**src/rtl/uart_pkg.sv**
```systemverilog
// Purpose: shared types and frame constants for the UART receive-to-memory path.
// Latency: n/a (types and constants only).
// Backpressure: n/a.
package uart_pkg;

   typedef enum logic [2:0] {
      IDLE,
      START,
      DATA,
      STOP,
      BREAK
   } state_t;

   localparam int   FRAME_DATA_BITS = 8;
   localparam logic START_BIT       = 1'b0;
   localparam logic STOP_BIT        = 1'b1;

endpackage

```
**src/rtl/uart_rx_sync.sv**
```systemverilog
// Purpose: two-flop synchroniser bringing the asynchronous rx line into clk.
// Latency: 2 clk from rx to rx_s.
// Backpressure: none; free-running.
module uart_rx_sync (
   input  logic clk,
   input  logic rst,
   input  logic rx,
   output logic rx_s
);

   logic meta_q, meta_d;
   logic sync_q, sync_d;

   // Next values: shift the line one stage per clock.
   always_comb begin
      meta_d = rx;
      sync_d = meta_q;
   end

   // Both stages reset to the idle line level so reset never looks like a start bit.
   always_ff @(posedge clk) begin
      if (rst) begin
         meta_q <= 1'b1;
         sync_q <= 1'b1;
      end else begin
         meta_q <= meta_d;
         sync_q <= sync_d;
      end
   end

   assign rx_s = sync_q;

endmodule

```
**src/rtl/uart_rx_mem_writer.sv**
```systemverilog
// Purpose: 8N1 UART receiver writing each byte to consecutive memory addresses, done/full at DEPTH.
// Latency: we ~ 2 + CLKS_PER_BIT/2 + 9*CLKS_PER_BIT + 1 clk after the start-bit falling edge.
// Backpressure: none; writes are one-cycle strobes, line activity is ignored while full.
module uart_rx_mem_writer
   import uart_pkg::*;
#(
   parameter int CLKS_PER_BIT = 8,
   parameter int DEPTH        = 1024,
   parameter int ADDR_W       = 10
) (
   input  logic              clk,
   input  logic              rst,
   input  logic              rx,
   input  logic              clear,
   output logic [ADDR_W-1:0] addr,
   output logic [7:0]        data,
   output logic              we,
   output logic              busy,
   output logic              frame_err,
   output logic              done,
   output logic              full
);

   localparam int SC_W = $clog2(CLKS_PER_BIT);
   localparam int BC_W = $clog2(FRAME_DATA_BITS);

   localparam logic [SC_W-1:0]   SC_MID    = SC_W'(CLKS_PER_BIT / 2 - 1);
   localparam logic [SC_W-1:0]   SC_LAST   = SC_W'(CLKS_PER_BIT - 1);
   localparam logic [BC_W-1:0]   BC_LAST   = BC_W'(FRAME_DATA_BITS - 1);
   localparam logic [ADDR_W-1:0] LAST_ADDR = ADDR_W'(DEPTH - 1);

   logic rx_s;

   state_t                     state_q, state_d;
   logic [SC_W-1:0]            sc_q, sc_d;
   logic [BC_W-1:0]            bc_q, bc_d;
   logic [FRAME_DATA_BITS-1:0] shift_q, shift_d;
   logic [ADDR_W-1:0]          wptr_q, wptr_d;
   logic [ADDR_W-1:0]          addr_q, addr_d;
   logic [7:0]                 data_q, data_d;
   logic                       we_q, we_d;
   logic                       frame_err_q, frame_err_d;
   logic                       done_q, done_d;
   logic                       full_q, full_d;

   uart_rx_sync u_sync (
      .clk  (clk),
      .rst  (rst),
      .rx   (rx),
      .rx_s (rx_s)
   );

   // Frame FSM: mid-bit sampling, write pointer advance, and clear override.
   always_comb begin
      state_d     = state_q;
      sc_d        = sc_q;
      bc_d        = bc_q;
      shift_d     = shift_q;
      wptr_d      = wptr_q;
      addr_d      = addr_q;
      data_d      = data_q;
      we_d        = 1'b0;
      frame_err_d = 1'b0;
      done_d      = 1'b0;
      full_d      = full_q;

      case (state_q)
         IDLE: begin
            if (rx_s == START_BIT && !full_q) begin
               state_d = START;
               sc_d    = '0;
            end
         end
         START: begin
            if (sc_q == SC_MID) begin
               if (rx_s == START_BIT) begin
                  sc_d    = '0;
                  bc_d    = '0;
                  state_d = DATA;
               end else begin
                  // Start bit did not survive to mid-bit: treat as a glitch.
                  state_d = IDLE;
               end
            end else begin
               sc_d = sc_q + 1'b1;
            end
         end
         DATA: begin
            if (sc_q == SC_LAST) begin
               shift_d = {rx_s, shift_q[FRAME_DATA_BITS-1:1]};
               bc_d    = bc_q + 1'b1;
               sc_d    = '0;
               if (bc_q == BC_LAST) begin
                  state_d = STOP;
               end
            end else begin
               sc_d = sc_q + 1'b1;
            end
         end
         STOP: begin
            if (sc_q == SC_LAST) begin
               sc_d = '0;
               if (rx_s == STOP_BIT) begin
                  data_d  = shift_q;
                  addr_d  = wptr_q;
                  we_d    = 1'b1;
                  state_d = IDLE;
                  if (wptr_q == LAST_ADDR) begin
                     // Last slot of the block: pointer parks here until clear.
                     done_d = 1'b1;
                     full_d = 1'b1;
                  end else begin
                     wptr_d = wptr_q + 1'b1;
                  end
               end else begin
                  frame_err_d = 1'b1;
                  state_d     = BREAK;
               end
            end else begin
               sc_d = sc_q + 1'b1;
            end
         end
         BREAK: begin
            // Hold off until the line returns high so a stuck-low line cannot retrigger.
            if (rx_s == STOP_BIT) begin
               state_d = IDLE;
            end
         end
         default: state_d = IDLE;
      endcase

      // Clear aborts everything, including a write landing on the same cycle.
      if (clear) begin
         state_d     = IDLE;
         sc_d        = '0;
         bc_d        = '0;
         wptr_d      = '0;
         full_d      = 1'b0;
         addr_d      = addr_q;
         data_d      = data_q;
         we_d        = 1'b0;
         done_d      = 1'b0;
         frame_err_d = 1'b0;
      end
   end

   // State and output registers; reset dominates clear.
   always_ff @(posedge clk) begin
      if (rst) begin
         state_q     <= IDLE;
         sc_q        <= '0;
         bc_q        <= '0;
         shift_q     <= '0;
         wptr_q      <= '0;
         addr_q      <= '0;
         data_q      <= '0;
         we_q        <= 1'b0;
         frame_err_q <= 1'b0;
         done_q      <= 1'b0;
         full_q      <= 1'b0;
      end else begin
         state_q     <= state_d;
         sc_q        <= sc_d;
         bc_q        <= bc_d;
         shift_q     <= shift_d;
         wptr_q      <= wptr_d;
         addr_q      <= addr_d;
         data_q      <= data_d;
         we_q        <= we_d;
         frame_err_q <= frame_err_d;
         done_q      <= done_d;
         full_q      <= full_d;
      end
   end

   assign addr      = addr_q;
   assign data      = data_q;
   assign we        = we_q;
   assign busy      = (state_q != IDLE);
   assign frame_err = frame_err_q;
   assign done      = done_q;
   assign full      = full_q;

endmodule

```
**config.mk**
```make
export PLATFORM = sky130hd
export DESIGN_NAME = uart_rx_mem_writer
export DESIGN_NICKNAME = d
export VERILOG_FILES = /design/src/rtl/uart_pkg.sv /design/src/rtl/uart_rx_sync.sv /design/src/rtl/uart_rx_mem_writer.sv
export SDC_FILE = /design/constraint.sdc
export NUM_CORES = 1
export LEC_CHECK = 0
export ABC_AREA = 1
export BUFFER_PORTS_ARGS = -buffer_cell sky130_fd_sc_hd__buf_2
export CAP_MARGIN = 15
export CORE_UTILIZATION = 25
export DETAILED_ROUTE_END_ITERATION = 7
export GPL_TIMING_DRIVEN = 0
export PLACE_DENSITY_LB_ADDON = 0.1
export SYNTH_ARGS = -nofsm -noshare
export SYNTH_HDL_FRONTEND = slang
export SYNTH_SLANG_ARGS = --single-unit
```
**constraint.sdc**
```tcl
create_clock -name clk -period 3.1 [get_ports clk]
set_clock_uncertainty 0.2 [all_clocks]
set_input_delay 0.31 -clock clk [delete_from_list [all_inputs] [get_ports clk]]
set_output_delay 0.31 -clock clk [all_outputs]
set_load 0.01 [all_outputs]
```
==> results of run 1 <==
how the worst max path moves through the flow:
stage,startpoint,to,slack (ns),cells after the start
5_1_grt,sc_q[0],data[3],0.86,8
4_1_cts,sc_q[0],data[3],1.04,8
2_1_floorplan,sc_q[0],addr[0],1.37,8
3_5_place_dp,sc_q[0],data[3],1.06,8
6_report,sc_q[0],addr[1],1.08,8
3_3_place_gp,sc_q[0],addr[1],1.06,8
sequential cells by signal (all words and copies together) (netlist names):
name and flops:
we 1, wptr_q 10, full 1, state_q 3
shift_q 8, bc_q 3, data 8, u_sync.meta_q 1
addr 10, u_sync.rx_s 1, done 1, frame_err 1
sc_q 3
stage by stage:
step	hold WS [ns]	setup WS [ns]	cell area, sq um	total power, mW	utilization, %
2_1_floorplan	0.189	1.37	2220	0.717	-
3_3_place_gp	0.207	1.06	2480	0.736	29.6
5_1_grt	0.0639	0.865	2580	1.19	30.8
4_1_cts	0.0621	1.04	2580	1.16	30.8
3_5_place_dp	0.199	1.06	2480	0.736	29.6
6_report	0.0738	1.08	2580	1.13	30.8
cells by family (layout without fill, tap and decap cells):
group / Yosys count / count (layout) / synth area share (%)
xor+xnor: 3 / 3 / 1.19
buf+inv: 42 / 77 / 7.74
compound gates: 51 / 51 / 11.7
simple gates: 150 / 150 / 29.4
fa+ha+maj: 7 / 7 / 3.95
flops: 51 / 51 / 46.1
worst reg2reg max path: stages (launching register included):
cell and delay, ns:
dfxtp_1 0.36, ha_1 0.22, ha_1 0.19, nand2_1 0.16
nor3_4 0.31, inv_2 0.11, buf_2 0.20, nor2_1 0.12
nor2_1 0.06
layer usage:
| metal | GRT usage (%) | vias to the layer above | part of all wire, % |
|---|---|---|---|
| met3 | 3.87 | 6 | 4.8 |
| li1 | - | 1035 | - |
| met2 | 21.0 | 37 | 45 |
| met1 | 16.8 | 893 | 49 |
| met4 | 4.73 | 0 | 1.2 |
| met5 | 0 | - | 0 |
layout make-up:
| class | instances | area, sq um | area share (%) |
|---|---|---|---|
| clock buffer | 5 | 68.8 | 2.67 |
| buffer | 10 | 51.3 | 1.99 |
| clock inverter | 3 | 25.0 | 0.969 |
| timing repair buffer | 27 | 140 | 5.43 |
| tap | 105 | 131 | 5.09 |
| inverter | 32 | 120 | 4.65 |
| sequential | 51 | 1020 | 39.6 |
| multi-input combinational | 211 | 1020 | 39.7 |
cell usage in the layout (no fill, tap or decap), drive strengths merged, types with 2 or more instances in the layout:
cell	synthesis	final
nor2	75	75
dfxtp	51	51
nand2	45	45
inv	32	34
o21ai	33	33
buf	6	32
nand3	19	19
a21oi	16	16
clkbuf	4	9
ha	7	7
nand4	4	4
nor3	4	4
xor2	2	2
or2	2	2
power breakdown:
part           switching (mW)  total, mW  internal, mW
clock network           0.243      0.408         0.165
logic                  0.0407     0.0597        0.0191
registers             0.00303      0.662         0.659
total                   0.287       1.13         0.843
==> impl_metrics.py, run 1 <==
metrics = {
    "status": {
        "status": "completed",
    },
    "yosys": {
        "postSynthCellCount": 304,
        "synth_area_per_cell_sq_um": 7.29,
        "async_flop_share_pct": 0,
        "synth_ff_type": "dfxtp_1",
        "ys_top_cells_by_area": "dfxtp_1 46%, nor2_1 12%, nand2_1 7.5%",
        "synth-seq-cells": 51,
        "yosys.area.top_type": "dfxtp_1",
        "yosys.cell_types.count": 27,
        "yosysMostFrequentCell": "nor2_1",
        "synth_nets": 315,
        "synth_area_sq_um": 2220,
        "synth_top_area_share_pct": 46.1,
        "synth_edf_count": 0,
        "synth_commonest_cells": "72 x nor2_1, 51 x dfxtp_1, 44 x nand2_1",
        "yosysWarnings": 0,
        "synth-seq-area-share_pct": 46.1,
    },
    "floorplan": {
        "die_w_microns": 96.1,
        "ios": 27,
        "die_h_microns": 96.1,
        "core_region_area_sq_um": 8380,
        "dieArea_sq_um": 9240,
        "start_util_pct": 26.4,
        "rows": 33,
    },
    "setup_path": {
        "cp_top_family": "simple AND/OR/NAND/NOR gates",
        "path_class": "register to register",
        "r2r-start": "sc_q[0]",
        "r2r_slack_ns": 1.08,
        "path_max_fanout": 10,
        "startpoint_type": "register",
        "cp_cell_sequence": "ha_1, ha_1, nand2_1, nor3_4, inv_2, buf_2, nor2_1, nor2_1",
        "critPathSlowestCell": "dfxtp_1",
        "worst_ep_required_time_ns": 3.11,
        "endpoint_kind": "register",
        "crit_buf_inv": 2,
        "slowest_delay_ns": 0.36,
        "arrival_ns": 2.03,
        "r2r_cells": 8,
        "reg2reg_to": "addr[1]",
    },
    "run": {
        "max_cap_violations": 0,
    },
    "clock_network": {
        "clockRootBuffer": "clkbuf_8",
        "holdBufCountCts": 1,
        "cts.sinks": 51,
        "cts_resized": 0,
        "path_clk_slew_ns": 0.10,
        "numCtsBuffers": 5,
        "clock_latency_ns": 0.30,
        "htreeDepth": 2,
        "cts_tree": "yes",
        "cts.path.max_buffers": 2,
        "postCtsSetupBuffers": 0,
    },
    "sta": {
        "fmax_mhz": 496,
        "finalHoldViolCount": 0,
        "setup_viol": 0,
        "relSlewSlack_pct": 62.2,
        "tightestPinTransition_ns": 0.567,
        "finalCritPeriodShare_pct": 65.0,
        "rsz0062_at_grt": "no",
        "slew_viol_final": 0,
        "setup_tns_ns": 0,
        "min_period_ns": 2.02,
    },
    "global_route": {
        "grt_use_total_pct": 13.2,
        "antenna_found_initial": 0,
        "grt_overflow": 0,
        "grt_pass1_wl_microns": 9330,
        "grt_pass1_vias": 1951,
        "grt_max_degree": 19,
    },
    "power_and_ir_drop": {
        "p_leak_nw": 1.19,
        "worst_ir_drop_vdd_v": 0.000170,
        "power_density_nw_per_um2": 438,
    },
    "placement": {
        "port_buffers": 26,
        "dp.cells": 435,
        "gp_congestion": 0.813,
        "place_hpwl_microns": 3930,
    },
    "finish": {
        "nets": 349,
        "fin_cells": 444,
        "diodes": 0,
        "layout-drive-gt1-share_pct": 15.6,
        "area_delta_synth_final_pct": 16.5,
        "fillers": 954,
    },
    "hold_path": {
        "holdPathEnd": "u_sync.rx_s",
        "holdPathStages": 2,
        "min-delay-start": "rst",
        "hp-class": "input pin to register",
    },
    "drt": {
        "wirelength_microns": 5410,
        "drt_iter0_drc": 72,
        "drtPass1Iterations": 5,
        "wl_per_cell_microns": 12.2,
        "vias_per_cell": 4.44,
        "antenna_left": 0,
        "vias": 1971,
        "drc_errors": 0,
    },
}
Note: power is estimated with default switching activity, not from simulation.
==> run 2: changes to the inputs <==
==> constraint.sdc (replaced) <==
create_clock -name clk -period 1.7 [get_ports clk]
set_clock_uncertainty 0.2 [all_clocks]
set_input_delay 0.17 -clock clk [delete_from_list [all_inputs] [get_ports clk]]
set_output_delay 0.17 -clock clk [all_outputs]
set_load 0.01 [all_outputs]
==> impl_metrics.py, run 2 (same netlist as run 1, synthesis figures left out) <==
metrics = {
    "drt": {
        "met3_length_microns": 162,
        "wl_met1_microns": 2750,
        "wl_met2_microns": 2730,
        "vias": 2048,
        "drc_errors": 0,
        "wirelength_microns": 5700,
        "wl_per_cell_microns": 12.5,
        "drt_iter0_drc": 79,
        "antenna_left": 0,
        "drtPass1Iterations": 4,
        "highest_layer": "met4",
        "vias_per_cell": 4.49,
    },
    "clock_network": {
        "htreeDepth": 2,
        "clock_latency_ns": 0.30,
        "clockRootBuffer": "clkbuf_8",
        "cts_tree": "yes",
        "numCtsBuffers": 5,
        "cts.path.max_buffers": 2,
        "cts.sinks": 51,
        "path_clk_slew_ns": 0.10,
    },
    "power_and_ir_drop": {
        "intPower_mw": 1.72,
        "power_density_nw_per_um2": 758,
        "worst_ir_drop_vdd_v": 0.000257,
        "pwr-share-clk_pct": 40.0,
        "sw_frac_of_total_pct": 22.7,
        "p_leak_nw": 1.29,
        "power.switching_uw": 505,
        "p_comb_share_pct": 5.8,
        "power_frac_seq_pct": 54.2,
    },
    "setup_path": {
        "arrival_ns": 1.76,
        "reg2reg_to": "data[1]",
        "r2r-start": "sc_q[1]",
        "r2r_slack_ns": -0.02,
        "startpoint_type": "register",
        "path_max_fanout": 6,
        "endpoint_kind": "register",
        "r2r_cells": 8,
        "worst_ep_required_time_ns": 1.74,
        "path_class": "register to register",
    },
    "placement": {
        "gp_congestion": 0.775,
        "port_buffers": 26,
        "dp.cells": 435,
        "place_hpwl_microns": 3960,
    },
    "sta": {
        "tightestPinTransition_ns": 0.320,
        "worst_slack_ns": -0.0173,
        "relSlewSlack_pct": 78.7,
        "finalHoldViolCount": 0,
        "slew_viol_final": 0,
        "setup_viol": 4,
        "min_period_ns": 1.72,
        "rsz0062_at_grt": "yes",
        "finalCritPeriodShare_pct": 101,
        "fmax_mhz": 582,
        "setup_tns_ns": -0.0308,
    },
    "floorplan": {
        "rows": 33,
        "die_w_microns": 96.1,
        "core_region_area_sq_um": 8380,
        "die_h_microns": 96.1,
        "dieArea_sq_um": 9240,
        "start_util_pct": 26.4,
        "ios": 27,
    },
    "global_route": {
        "grt_use_total_pct": 13.1,
        "grt_pass1_wl_microns": 9290,
        "grt_overflow": 0,
        "grt_pass1_vias": 1939,
        "antenna_found_initial": 0,
        "grt_max_degree": 16,
    },
    "finish": {
        "layout-drive-gt1-share_pct": 29.1,
        "diodes": 0,
        "fillers": 918,
        "layout_common_cells": "67 x nor2_1, 45 x dfxtp_1, 43 x nand2_1, 27 x buf_2, 27 x inv_1",
        "nets": 361,
        "fin_cells": 456,
        "area_delta_synth_final_pct": 32.7,
        "final_common_cell": "nor2_1",
    },
    "hold_path": {
        "hp-class": "input pin to register",
        "holdPathEnd": "frame_err",
        "holdPathStages": 4,
        "min-delay-start": "clear",
    },
    "status": {
        "status": "finished with violations",
        "violations": "negative setup slack",
    },
    "run": {
        "max_cap_violations": 0,
    },
}
-- run 2: power groups by stage --
stage / Combinational (mW) / Clock [mW] / Sequential, mW
after global placement: 0.108 / 0 / 1.23
final: 0.128 / 0.892 / 1.21
after global routing: 0.144 / 0.961 / 1.21
after CTS: 0.116 / 0.925 / 1.21
after floorplan: 0.0759 / 0 / 1.23
after detailed placement: 0.109 / 0 / 1.23
-- run 2: worst max path at each step --
stage,start,end,cells after the start
floorplan,sc_q[0],addr[3],8
global placement,sc_q[0],data[2],8
detailed placement,sc_q[0],data[2],8
CTS,sc_q[0],addr[1],8
global route,sc_q[1],data[2],8
finish,sc_q[1],data[1],8
-- run 2: critical path, cell delays in order, from the launching register on --
cell and delay, ns:
dfxtp_2 0.36, ha_4 0.16, ha_4 0.15, nand2_4 0.07
nor3_4 0.21, buf_6 0.17, clkbuf_16 0.16, o21ai_0 0.07
nor2_1 0.10
-- run 2: metrics by stage --
stage	setup slack [ns]	total power, mW	cell area (sq um)	util [%]	hold WS, ns
after global routing	-0.107	2.32	2940	35.1	0.0769
after floorplan	0.00494	1.31	2230	-	0.0738
after global placement	-0.324	1.34	2490	29.7	0.163
after CTS	-0.0244	2.25	2700	32.2	0.0578
after detailed placement	-0.277	1.34	2490	29.7	0.161
final	-0.0173	2.23	2940	35.1	0.0612
-- run 2: per-layer routing --
metal,global-route usage (%),vias to the layer above
met2,21.9,23
met1,16.9,956
li1,-,1064
met5,0,-
met4,3.73,0
met3,2.61,5
-- run 2: repair_timing --
| action | CTS | global route |
|---|---|---|
| buffers inserted | 3 | 6 |
| setup endpoints to repair | 43 | 47 |
| cloned | 0 | 2 |
| hold buffers | 3 | 0 |
| endpoints found under the hold margin | 2 | 0 |
| gates resized for setup | 10 | 63 |
| pin swaps | 3 | 21 |
-- run 2: final cells by class --
| type | instances | area (sq um) | area share, % |
|---|---|---|---|
| clock inverters | 2 | 35.0 | 1.19 |
| repair buffers | 40 | 290 | 9.87 |
| plain buffers | 9 | 71.3 | 2.42 |
| flip-flops and latches | 51 | 1030 | 35.0 |
| well taps | 105 | 131 | 4.47 |
| inverters | 32 | 129 | 4.38 |
| clock buffers | 6 | 82.6 | 2.81 |
| multi-input cells | 211 | 1170 | 39.9 |
==> run 3: changes to the inputs <==
--- a/config.mk
+++ b/config.mk
@@ -8,6 +8,8 @@
 export ABC_AREA = 1
 export BUFFER_PORTS_ARGS = -buffer_cell sky130_fd_sc_hd__buf_2
 export CAP_MARGIN = 15
+export CELL_PAD_IN_SITES_DETAIL_PLACEMENT = 0
+export CELL_PAD_IN_SITES_GLOBAL_PLACEMENT = 1
 export CORE_UTILIZATION = 25
 export DETAILED_ROUTE_END_ITERATION = 7
 export GPL_TIMING_DRIVEN = 0
==> constraint.sdc (replaced) <==
create_clock -name clk -period 1.8 [get_ports clk]
set_clock_uncertainty 0.2 [all_clocks]
set_input_delay 0.18 -clock clk [delete_from_list [all_inputs] [get_ports clk]]
set_output_delay 0.18 -clock clk [all_outputs]
set_load 0.01 [all_outputs]
==> impl_metrics.py, run 3 (same netlist as run 1, synthesis figures left out) <==
metrics = {
    "global_route": {
        "grt_pass1_vias": 1880,
        "grt_pass1_wl_microns": 9320,
        "grt_overflow": 0,
        "grt_max_degree": 16,
        "antenna_found_initial": 0,
        "grt_use_total_pct": 13.4,
    },
    "setup_path": {
        "slowest_delay_ns": 0.38,
        "reg2reg_to": "data[6]",
        "r2r_slack_ns": 0.07,
        "cp_cell_sequence": "ha_4, ha_4, nand2_4, nor3_4, inv_2, buf_6, nor2_1, nor2_1",
        "endpoint_kind": "register",
        "path_class": "register to register",
        "worst_ep_required_time_ns": 1.80,
        "r2r-start": "sc_q[0]",
        "startpoint_type": "register",
        "r2r_cells": 8,
        "path_max_fanout": 5,
        "critPathSlowestCell": "dfxtp_4",
        "arrival_ns": 1.74,
    },
    "sta": {
        "setup_viol": 0,
        "slew_viol_final": 0,
        "rsz0062_at_grt": "yes",
        "hold_slack_ns": 0.0697,
        "min_period_ns": 1.73,
        "finalHoldViolCount": 0,
        "worst_slack_ns": 0.0666,
        "finalCritPeriodShare_pct": 96.3,
        "fmax_mhz": 577,
        "relSlewSlack_pct": 58.1,
        "tightestPinTransition_ns": 0.628,
    },
    "placement": {
        "port_buffers": 26,
        "dp.cells": 435,
        "place_ws_ns": -0.266,
        "placed_cell_area_sq_um": 2480,
        "place_hpwl_microns": 4130,
        "gp_congestion": 0.716,
    },
    "floorplan": {
        "start_util_pct": 26.4,
        "die_h_microns": 96.1,
        "rows": 33,
        "die_w_microns": 96.1,
        "dieArea_sq_um": 9240,
        "core_region_area_sq_um": 8380,
        "ios": 27,
    },
    "power_and_ir_drop": {
        "power_density_nw_per_um2": 700,
        "p_leak_nw": 1.23,
        "worst_ir_drop_vdd_v": 0.000276,
        "power.total_mw": 1.91,
    },
    "hold_path": {
        "holdPathEnd": "frame_err",
        "min-delay-start": "clear",
        "hp-class": "input pin to register",
        "holdPathStages": 4,
    },
    "drt": {
        "drt_iter0_drc": 68,
        "vias_per_cell": 4.47,
        "wirelength_microns": 5800,
        "drtPass1Iterations": 4,
        "vias": 2009,
        "drc_errors": 0,
        "wl_per_cell_microns": 12.9,
        "antenna_left": 0,
    },
    "finish": {
        "area_delta_synth_final_pct": 23.1,
        "layout_common_cells": "62 x nor2_1, 48 x dfxtp_1, 43 x nand2_1, 30 x o21ai_0",
        "final_common_cell": "nor2_1",
        "layout-drive-gt1-share_pct": 21.2,
        "fin_area_sq_um": 2730,
        "fillers": 949,
        "diodes": 0,
        "fin_cells": 449,
        "nets": 355,
    },
    "clock_network": {
        "cts.sinks": 51,
        "numCtsBuffers": 5,
        "clockRootBuffer": "clkbuf_8",
        "htreeDepth": 2,
        "cts.path.max_buffers": 2,
        "path_clk_slew_ns": 0.09,
        "clock_latency_ns": 0.30,
        "cts_tree": "yes",
    },
    "run": {
        "max_cap_violations": 0,
    },
    "status": {
        "status": "completed",
    },
}
[run 3: routing by layer]
metal,global-route usage [%],part of all wire (%),vias to the layer above
met5,0,0,-
met4,4.48,1.3,0
met3,2.61,1.8,6
met2,21.2,46,13
met1,18.2,51,944
li1,-,-,1046
[run 3: worst max path at each step]
stage / startpoint / end / slack [ns] / cells past startpoint
2_1_floorplan: sc_q[0] / addr[0] / 0.07 / 8
3_3_place_gp: sc_q[0] / data[5] / -0.27 / 8
3_5_place_dp: sc_q[0] / data[1] / -0.27 / 8
4_1_cts: sc_q[0] / addr[4] / 0.0009 / 7
5_1_grt: rst / data[6] / -0.02 / 6
6_report: sc_q[0] / data[6] / 0.07 / 8
[run 3: stage by stage]
stage	util (%)	TNS [ns]
CTS	31.4	0
floorplan	-	0
global route	32.5	-0.0435
detailed placement	29.6	-3.87
finish	32.5	0
global placement	29.6	-4.47
[run 3: layout make-up]
class	instances	area, sq um	share of cell area [%]
Clock buffer	5	68.8	2.52
Buffer	10	65.1	2.39
Tap cell	105	131	4.82
Clock inverter	2	13.8	0.505
Inverter	32	120	4.40
Sequential cell	51	1030	37.7
Multi-Input combinational cell	211	1100	40.5
Timing Repair Buffer	33	198	7.25
[run 3: where the power goes]
group	leakage [nW]	switching [mW]	internal, mW	total, mW
logic	0.770	0.0722	0.0372	0.109
clock network	0.0440	0.392	0.267	0.660
registers	0.413	0.00708	1.13	1.14
[run 3: critical path, delay by kind of cell (launching register included)]
kind / cells / cell delay (ns)
and+or+nand+nor: 4 / 0.50
adders and majority gates: 2 / 0.29
DFF: 1 / 0.38
buffers and inverters: 2 / 0.26
[run 3: repair_timing]
| item | CTS | global route |
|---|---|---|
| resized for setup | 8 | 26 |
| buffers inserted | 2 | 1 |
| hold buffers | 3 | 0 |
| hold endpoints to repair | 2 | 0 |
| pin swaps | 2 | 1 |
| gates cloned | 0 | 1 |
| setup endpoints to repair | 27 | 37 |
